## src/rtl/dl_port_sequencer.sv

```systemverilog
// Shares the ROM/work memory port between the hps_io download stream and the core fetch port.
// Optional download checksum output dl_sum is built only when DL_PORT_CHECKSUM_EN is defined.
module dl_port_sequencer #(
    parameter int          ADDR_W      = 16,
    parameter int unsigned ROM_SIZE    = 32'h0000_A000,
    parameter int          HOLD_CYCLES = 1024
) (
    input  logic              clk_sys,
    input  logic              reset_n,
    input  logic              ioctl_download,
    input  logic              ioctl_wr,
    input  logic [ADDR_W-1:0] ioctl_addr,
    input  logic [7:0]        ioctl_dout,
    output logic              ioctl_wait,
    input  logic [ADDR_W-1:0] core_addr,
    input  logic              mem_busy,
    output logic [ADDR_W-1:0] mem_addr,
    output logic [7:0]        mem_din,
    output logic              mem_we,
    output logic              core_reset,
    output logic              core_grant,
    output logic              dl_done,
    output logic              addr_err
`ifdef DL_PORT_CHECKSUM_EN
    ,
    output logic [7:0]        dl_sum
`endif
);

    localparam logic [1:0] RUN   = 2'd0;
    localparam logic [1:0] LOAD  = 2'd1;
    localparam logic [1:0] DRAIN = 2'd2;
    localparam logic [1:0] HOLD  = 2'd3;

    localparam int                CNT_W     = $clog2(HOLD_CYCLES) + 1;
    localparam logic [CNT_W-1:0]  CNT_LOAD  = CNT_W'(HOLD_CYCLES - 1);
    localparam logic [ADDR_W:0]   ROM_LIMIT = (ADDR_W + 1)'(ROM_SIZE);

    logic [1:0]        state;
    logic              dl_q;
    logic              hold_valid;
    logic [ADDR_W-1:0] hold_addr;
    logic [7:0]        hold_data;
    logic [CNT_W-1:0]  hold_cnt;

    logic dl_rise;
    logic loader_owns;
    logic drain;
    logic in_range;
    logic accept;

    assign dl_rise     = ioctl_download & ~dl_q;
    assign loader_owns = (state == LOAD) || (state == DRAIN);
    assign drain       = loader_owns & hold_valid & ~mem_busy;
    assign in_range    = {1'b0, ioctl_addr} < ROM_LIMIT;
    assign accept      = (state == LOAD) & ioctl_wr;

    // The port mux selects on registered state only, keeping ioctl_* off the mem_addr path.
    assign mem_addr   = (state == RUN) ? core_addr : hold_addr;
    assign mem_din    = hold_data;
    assign mem_we     = drain;
    assign ioctl_wait = hold_valid & mem_busy;
    assign core_grant = (state == RUN);
    assign core_reset = (state != RUN);

    always_ff @(posedge clk_sys or negedge reset_n) begin
        if (!reset_n) begin
            state    <= RUN;
            dl_q     <= 1'b0;
            hold_cnt <= '0;
            dl_done  <= 1'b0;
        end else begin
            dl_q    <= ioctl_download;
            dl_done <= 1'b0;
            case (state)
                RUN: begin
                    if (dl_rise) state <= LOAD;
                end
                LOAD: begin
                    if (!ioctl_download) state <= DRAIN;
                end
                // Leave DRAIN once the holding register is empty or emptying this cycle.
                DRAIN: begin
                    if (dl_rise) begin
                        state <= LOAD;
                    end else if (!hold_valid || drain) begin
                        state    <= HOLD;
                        hold_cnt <= CNT_LOAD;
                    end
                end
                HOLD: begin
                    if (dl_rise) begin
                        state <= LOAD;
                    end else if (hold_cnt == '0) begin
                        state   <= RUN;
                        dl_done <= 1'b1;
                    end else begin
                        hold_cnt <= hold_cnt - 1'b1;
                    end
                end
                default: state <= RUN;
            endcase
        end
    end

    // A write arriving on the same cycle the entry drains simply reloads the register.
    always_ff @(posedge clk_sys or negedge reset_n) begin
        if (!reset_n) begin
            hold_valid <= 1'b0;
            hold_addr  <= '0;
            hold_data  <= '0;
        end else begin
            if (accept && in_range && (!hold_valid || drain)) begin
                hold_valid <= 1'b1;
                hold_addr  <= ioctl_addr;
                hold_data  <= ioctl_dout;
            end else if (drain) begin
                hold_valid <= 1'b0;
            end
        end
    end

    always_ff @(posedge clk_sys or negedge reset_n) begin
        if (!reset_n) begin
            addr_err <= 1'b0;
        end else if (dl_rise) begin
            addr_err <= 1'b0;
        end else if (accept && (!in_range || (hold_valid && !drain))) begin
            addr_err <= 1'b1;
        end
    end

`ifdef DL_PORT_CHECKSUM_EN
    always_ff @(posedge clk_sys or negedge reset_n) begin
        if (!reset_n) begin
            dl_sum <= 8'h00;
        end else if (dl_rise) begin
            dl_sum <= 8'h00;
        end else if (mem_we) begin
            dl_sum <= dl_sum + hold_data;
        end
    end
`endif

endmodule
```

## config.mk

```make
export PLATFORM = sky130hd
export DESIGN_NAME = dl_port_sequencer
export DESIGN_NICKNAME = d
export VERILOG_FILES = /design/src/rtl/dl_port_sequencer.sv
export SDC_FILE = /design/constraint.sdc
export NUM_CORES = 1
export LEC_CHECK = 0
export CAP_MARGIN = 10
export CORE_MARGIN = 2
export CORE_UTILIZATION = 45
export CTS_CLUSTER_DIAMETER = 40
export DETAILED_ROUTE_END_ITERATION = 7
export MAX_ROUTING_LAYER = met4
export PLACE_DENSITY_LB_ADDON = 0.3
export REMOVE_ABC_BUFFERS = 1
export SETUP_SLACK_MARGIN = 0.3
export SLEW_MARGIN = 20
export SYNTH_ARGS = -nofsm -noshare
export SYNTH_HDL_FRONTEND = slang
export SYNTH_SLANG_ARGS = --single-unit
```

## constraint.sdc

```tcl
create_clock -name clk_sys -period 2.1 [get_ports clk_sys]
set_input_delay 0.42 -clock clk_sys [delete_from_list [all_inputs] [get_ports clk_sys]]
set_output_delay 0.42 -clock clk_sys [all_outputs]
set_load 0.02 [all_outputs]
```

---- Word level (Yosys, flattened, before mapping) ----
Index checks and enable logic that the tools add are counted.
operators by class
  $add $sub $neg .......................... 1
  order comparisons ....................... 1
  eq/ne operators ......................... 11
  muxes and demuxes ....................... 20
  bitwise gates (word level) .............. 7
  reductions and logical operators ........ 18
operator list
  cell                                                    number
  two-way mux 11 bit                                      4
  one-hot mux 11 bit (2 select lines)                     1
  < comparator 16 bit (second input constant)             1
  two-way mux 16 bit                                      1
  two-way mux 2 bit                                       6
  zero test 11 bit                                        1
  subtractor 11 x 1 -> 11 bit (second input constant)     1
  inequality test 2 bit (second input constant)           4
  one-hot mux 2 bit (4 select lines)                      1
  nonzero test 2 bit                                      4
  two-way mux 1 bit                                       7
  bitwise AND 1 bit                                       5
  AND reduction 5 bit                                     1
  equality test 2 bit (second input constant)             2
  logical AND 1 bit                                       4
  inequality test 2 x 1 -> 1 bit (second input constant)  2
  AND reduction 4 bit                                     1
  zero test 1 bit                                         3
  logical OR 1 bit                                        3
  inequality test 3 x 2 -> 1 bit (second input constant)  1
  inequality test 3 bit (second input constant)           1
  equality test 2 x 1 -> 1 bit (second input constant)    1
  zero test 2 bit                                         1
  inverter 1 bit                                          2
word-level totals
  flip-flop bits (word level) ............. 41
  input port bits ......................... 45
  output and inout bits ................... 30
  logic and storage cells ................. 66

---- Logic depth before layout (Yosys ltp) ----
Gate-level depths: netlist of the first run.
  depth after elaboration ................. 10
  mapped depth ............................ 8
  depth with buffers taken out ............ 7

---- Worst setup path after synthesis of the first run ----
OpenSTA, ideal clock, no wires.
  kind .................................... register -> output
  from .................................... register state[1]
  to ...................................... output port mem_addr[10]
  data arrival time ....................... 1.794 ns
  data required time ...................... 1.680 ns
  slack ................................... -0.114 ns
  stages on the path, launching flop included .. 6
  buffers on the path ..................... 2
  cell sequence ........................... dfrtp_1 > inv_1 > ha_1 > buf_2 > buf_1 > mux2_2
on the way
  word-level cells in the longest chain between the ends .. 2
ends and longest elaborated chain
  item                    line  RTL
  start, declared         39    logic [1:0] state;
  start signal, assigned  68    state <= RUN;
  start signal, assigned  77    if (dl_rise) state <= LOAD;
  start signal, assigned  80    if (!ioctl_download) state <= DRAIN;
  zero test 2 bit         -
  via core_grant          21    output logic core_grant,
  two-way mux 16 bit      59    assign mem_addr = (state == RUN) ? core_addr : hold_addr;
  end, declared           17    output logic [ADDR_W-1:0] mem_addr,
The timed path passes the listed nets, and every way through them passes these cells.

---- Worst setup path in the final report of the first run ----
  from .................................... register state[0]
  to ...................................... output port mem_addr[12]
on the way
  word-level cells in the longest chain between the ends .. 2
ends and longest elaborated chain
  item                line
  zero test 2 bit     59
  two-way mux 16 bit  59
No other way between the ends.

==> results of run 1 <==
## through the flow
stage | hold WS [ns] | setup WS, ns
after floorplan | 0.124 | -0.103
after global placement | 0.276 | -0.0188
after detailed placement | 0.278 | -0.0343
after CTS | 0.484 | 0.114
after global routing | 0.496 | 0.0529
final | 0.482 | 0.0971
## power by group through the flow
stage	Clock [mW]	Combinational [mW]	Sequential [mW]
after floorplan	0	1.37	1.39
after global placement	0	2.54	1.32
after detailed placement	0	2.58	1.32
after CTS	0.658	2.59	1.32
after global routing	0.703	3.62	1.40
final	0.651	3.44	1.36
## final timing paths
kind,slack [ns],depth (start not counted),to
min in group clk_sys,0.52,1,mem_din[4]$_DFFE_PN0P_
worst max-delay path,0.1,5,mem_addr[12]
worst min-delay path,0.48,2,hold_cnt[3]$_DFFE_PN0P_
worst min register to register,0.52,1,mem_din[4]$_DFFE_PN0P_
worst max register to register,0.18,7,hold_cnt[0]$_DFFE_PN0P_
max in group asynchronous,0.94,3,hold_valid$_DFFE_PN0P_
## registers in the layout, summed over array words and instances, names as in the netlist
register	flops
dl_done	1
hold_valid	1
mem_din	8
hold_addr	16
hold_cnt	11
addr_err	1
state	2
dl_q	1
## synth_stat cells
cell type | number | area (µm²)
a21boi_0 | 1 | 7.51
a21oi_1 | 7 | 35.0
a311oi_4 | 1 | 26.3
a31oi_1 | 3 | 18.8
and2_1 | 1 | 6.26
and3_1 | 1 | 6.26
and4_1 | 1 | 8.76
and4_2 | 2 | 20.0
buf_1 | 1 | 3.75
buf_2 | 1 | 5.00
buf_4 | 2 | 15.0
buf_6 | 1 | 11.3
clkbuf_1 | 2 | 7.51
dfrtp_1 | 41 | 1030
ha_1 | 6 | 75.1
inv_1 | 6 | 22.5
mux2_2 | 41 | 462
mux2i_1 | 1 | 10.0
nand2_1 | 9 | 33.8
nand2b_1 | 1 | 6.26
nand2b_4 | 1 | 13.8
nand3_1 | 2 | 10.0
nand4_1 | 3 | 18.8
nand4_2 | 1 | 12.5
nor2_1 | 15 | 56.3
nor2_2 | 3 | 18.8
nor2b_1 | 2 | 12.5
nor3_2 | 3 | 30.0
nor3b_1 | 5 | 37.5
nor3b_2 | 1 | 12.5
nor4_2 | 1 | 12.5
o2111ai_1 | 2 | 17.5
o21a_1 | 2 | 15.0
o21a_4 | 1 | 15.0
o21ai_0 | 7 | 35.0
o221a_1 | 1 | 11.3
o41ai_1 | 1 | 8.76
or2_2 | 1 | 6.26
or2b_1 | 1 | 7.51
or3_4 | 1 | 11.3
## worst reg2reg max path, stage by stage (launching register included)
cell and delay, ns:
dfrtp_1 0.40, buf_4 0.14, buf_4 0.15, ha_4 0.18, buf_12 0.12, a311oi_4 0.25, o21a_4 0.26, mux2_4 0.31
## routing by layer
layer	up-vias	share of wire [%]	GRT usage, %
met4	0	1.3	5.45
li1	861	-	-
met3	10	5.2	5.21
met1	924	42	25.0
met2	60	52	33.2
met5	-	0	-
## cell type report
class                      instances  area [µm²]  share of cell area (%)
multi-input combinational        129        1310                    36.3
timing repair buffer             102        1070                    29.7
sequential                        41        1030                    28.4
clock buffer                       5        68.8                    1.90
tap                               54        67.6                    1.87
clock inverter                     3        46.3                    1.28
inverter                           6        22.5                   0.623
## timing repair
action	4_1_cts	5_1_grt
cloned	0	4
hold endpoints to repair	7	0
endpoints found under the setup margin	54	55
pin swaps	1	10
buffers inserted	4	5
hold buffers	1	0
resized for setup	92	88
## kinds of logic (layout without fill, tap and decap cells)
| group | count (synthesis) | after routing |
|---|---|---|
| AO/OA/AOI/OAI | 26 | 26 |
| adder cells (fa/ha/maj) | 6 | 6 |
| buffers and inverters | 13 | 116 |
| flip-flops | 41 | 41 |
| multiplexers | 42 | 42 |
| AND/OR/NAND/NOR | 55 | 55 |
==> results.toml, run 1 <==
[critical_path]
worstSetupStartpoint = "state[0]$_DFFE_PN0P_"
max_stage_delay_ns = 0.40
critPathCaptureType = "output pin"
crit_fanout = 7
critPathArrivalTime_ns = 1.58
r2r-start = "state[1]$_DFFE_PN0P_"
crit_buf_inv = 3
required_ns = 1.68
crit_chain = "inv_2 -> ha_4 -> clkbuf_16 -> mux2_4 -> buf_6"
cp-start-kind = "flip-flop"
crit_family = "flip-flops"
crit_type = "flip-flop to output pin"
critical-path-slowest-cell = "dfrtp_1"

[finish]
drive_gt1_share_pct = 45.8
final_common_cell = "clkdlybuf4s50_1"
final_area_um2 = 3620
nFillCells = 263
diodes = 0
final_cells = 340
final_nets = 336
fin_util_pct = 77.1
mostFrequentLayoutCells = "clkdlybuf4s50_1, dfrtp_1, mux2_4"
areaGrowthSynthToFinish_pct = 66.7

[global_route]
antenna_found_initial = 0
grt_pass1_vias = 1844
grt_max_degree = 35
overflow = 0
grt_usage_pct = 20.3
grt_pass1_wl_mm = 8.16

[sta]
fin_setup_tns_ns = 0
max_slew_margin_pct = 71.0
setup_viol = 0
rsz0062_at_grt = "yes"
fmax_ghz = 0.499
finClkSkew_ns = 0.0102
fin_crit_ns = 2.00
report.final.slew_viol_count = 0
worst_pin_slew_ns = 0.435
hold_viol = 0
period_share_pct = 95.4

[clock_network]
root_buffer = "clkbuf_8"
numClockSinks = 41
cts_inserted_buffers = 5
clock_tree.buffer_depth = 2
cts_tree = "built"
h-tree-depth = 2
insertion_delay_ns = 0.30
path_clk_slew_ns = 0.09

[routing]
drc = 0
totalWireLength_mm = 5.98
drtIter0Drc = 85
drtPass1Iterations = 4
vias_per_cell = 5.46
wl_per_cell_um = 17.6
ant_nets = 0
dr_total_vias = 1855

[place]
portBuffers = 74
place_area_um2 = 3060
placed_cells = 318
place_congestion = 0.771
dp_hpwl_mm = 3.54

[floorplan]
core_area_um2 = 4690
fp.dieW_um = 73.4
rows = 25
pin_count = 75
die_h_um = 73.4
dieArea_um2 = 5390
start_util_pct = 46.2

[yosys]
synth_area_um2 = 2170
synth_cell_types = 40
syn_inst = 183
synth_seq_cells = 41
yosys.area_share.xor_xnor_pct = 0
yosys.area_share.simple_pct = 15.7
synth_compound_area_share_pct = 8.77
synthAdderAreaFrac_pct = 3.46
ys_warn_count = 0
ys_seq_area_share_pct = 47.3
synth_top_family_by_area = "multiplexers"
avgSynthCellArea_um2 = 11.9
muxShareOfSynthArea_pct = 21.7

[power]
totalPowerFinal_mw = 5.45
share_seq_of_total_power_pct = 24.9
p_leak_nw = 1.56
p_switching_mw = 2.04
ir_worst_vdd_mv = 0.970
p_sw_share_pct = 37.4
p_comb_share_pct = 63.1
p_int_mw = 3.41
p_clk_share_pct = 11.9
p_per_area_nw_per_um2 = 1510

[status]
status = "finished clean"

[hold_path]
hold_class = "primary input to async pin"

[flow_run]
maxCapViolCount = 0
(Power assumes the default switching activity.)
==> run 2: changes to the inputs <==
--- a/config.mk
+++ b/config.mk
@@ -10,10 +10,8 @@
 export CORE_UTILIZATION = 45
 export CTS_CLUSTER_DIAMETER = 40
 export DETAILED_ROUTE_END_ITERATION = 7
-export MAX_ROUTING_LAYER = met4
 export PLACE_DENSITY_LB_ADDON = 0.3
 export REMOVE_ABC_BUFFERS = 1
-export SETUP_SLACK_MARGIN = 0.3
 export SLEW_MARGIN = 20
 export SYNTH_ARGS = -nofsm -noshare
 export SYNTH_HDL_FRONTEND = slang
==> run 2 against run 1 <==
Register-to-register slack lost 0.04 ns. Cell area shrank 12%. Die area is the same. Clock skew shrank 0.0044 ns. Utilization shrank 9.0 points.
==> results.toml, run 2 (same netlist as run 1, synthesis figures left out) <==
[status]
status = "finished clean"

[global_route]
grt_util_met2_pct = 31.1
grt_util_met1_pct = 24.7
grt_max_degree = 35
grt_usage_pct = 19.3
overflow = 0
use_met3_pct = 7.00
grt_pass1_vias = 1783
grt_pass1_wl_mm = 8.05
grt-busiest-layer = "met2"
antenna_found_initial = 0

[place]
pre_cts_slack_ns = -0.0343
dp_hpwl_mm = 3.54
portBuffers = 74
place_congestion = 0.761

[clock_network]
insertion_delay_ns = 0.29
numClockSinks = 41
clock_tree.buffer_depth = 2
cts_tree = "built"
h-tree-depth = 2
cts_inserted_buffers = 5
root_buffer = "clkbuf_8"
path_clk_slew_ns = 0.08

[sta]
report.final.slew_viol_count = 0
finClkSkew_ns = 0.00574
setup_viol = 0
fin_crit_ns = 2.05
hold_viol = 0
fmax_ghz = 0.487
fin_setup_tns_ns = 0
worst_pin_slew_ns = 0.414
hold_slack_ns = 0.489
max_slew_margin_pct = 72.4
rsz0062_at_grt = "yes"
layout_setup_ws_ns = 0.0465
period_share_pct = 97.8

[critical_path]
max_stage_delay_ns = 0.39
crit_type = "flip-flop to output pin"
worstSetupStartpoint = "state[1]$_DFFE_PN0P_"
crit_buf_inv = 4
crit_family = "buffers and inverters"
crit_fanout = 10
critPathArrivalTime_ns = 1.63
ff2ff_path_depth = 7
cp-start-kind = "flip-flop"
rrSetupSlack_ns = 0.14
critical-path-slowest-cell = "dfrtp_1"
critPathCaptureType = "output pin"
crit_chain = "inv_2 -> ha_4 -> buf_12 -> buf_4 -> mux2_2 -> buf_2"
cp.depth = 6
r2r-start = "state[0]$_DFFE_PN0P_"
required_ns = 1.68
cp-endpoint = "mem_addr[0]"
r2r-end = "hold_cnt[0]$_DFFE_PN0P_"

[routing]
totalWireLength_mm = 4.74
dr_total_vias = 1737
drc = 0
vias_per_cell = 5.19
drtIter0Drc = 84
drtPass1Iterations = 4
wl_per_cell_um = 14.1
ant_nets = 0

[floorplan]
start_util_pct = 46.2
die_h_um = 73.4
dieArea_um2 = 5390
core_area_um2 = 4690
pin_count = 75
rows = 25
fp.dieW_um = 73.4

[power]
p_switching_mw = 1.70
ir_worst_vdd_mv = 0.809
p_comb_share_pct = 56.6
p_leak_nw = 1.33
share_seq_of_total_power_pct = 29.3
p_clk_share_pct = 14.1
p_per_area_nw_per_um2 = 1410
p_sw_share_pct = 37.8
p_int_mw = 2.80

[finish]
areaGrowthSynthToFinish_pct = 47.2
mostFrequentLayoutCells = "clkdlybuf4s50_1, mux2_2, dfrtp_1"
diodes = 0
drive_gt1_share_pct = 38.1
final_common_cell = "clkdlybuf4s50_1"
largest_reg_flops = 16
largest_register = "hold_addr"
nFillCells = 345
seqCellArea_um2 = 1030
final_nets = 331
multi_input_area_um2 = 1090

[hold_path]
hold_class = "primary input to async pin"

[flow_run]
maxCapViolCount = 0
## run 2: worst reg2reg max path, stage by stage, from the launching register on
cell and delay (ns):
dfrtp_1 0.40, inv_2 0.08, buf_4 0.11, ha_1 0.29
nor2_1 0.12, a311oi_4 0.25, o21a_4 0.25, mux2_2 0.36
## run 2: power by group through the flow
stage,registers [mW],clock network (mW),logic (mW)
5_1_grt,1.36,0.691,2.74
3_5_place_dp,1.32,0,2.58
6_report,1.32,0.634,2.55
4_1_cts,1.32,0.658,2.42
2_1_floorplan,1.39,0,1.37
3_3_place_gp,1.32,0,2.54
## run 2: worst min path at each step
stage / start / endpoint
final: reset_n / hold_cnt[3]$_DFFE_PN0P_
after floorplan: reset_n / addr_err$_DFFE_PN0P_
after global placement: reset_n / hold_cnt[3]$_DFFE_PN0P_
after detailed placement: reset_n / hold_cnt[3]$_DFFE_PN0P_
after global routing: reset_n / hold_cnt[3]$_DFFE_PN0P_
after CTS: reset_n / hold_cnt[3]$_DFFE_PN0P_
## run 2: layout make-up
class / count / area share, %
multi-input combinational: 129 / 34.2
sequential: 41 / 32.1
timing repair buffer: 97 / 27.3
clock buffer: 5 / 2.16
tap: 54 / 2.12
clock inverter: 3 / 1.45
inverter: 6 / 0.705
## run 2: stage by stage
step                      utilization, %  area, µm²  power, mW  std cells
after floorplan                        -       2130       2.76        176
after global placement              65.2       3060       3.86        318
after detailed placement            65.2       3060       3.90        318
after CTS                           66.6       3130       4.39        329
after global routing                68.1       3190       4.79        335
final                               68.1       3190       4.50        335
## run 2: repair_timing
action | 4_1_cts | 5_1_grt
resized for setup | 67 | 7
hold endpoints to repair | 7 | 0
pin swaps | 1 | 0
setup endpoints to repair | 19 | 11
hold buffers | 1 | 0
setup buffers | 2 | 6
## run 2: layer usage
layer,vias up,part of all wire [%]
met4,0,0.72
li1,855,-
met5,-,0
met1,827,44
met2,51,49
met3,4,6.5
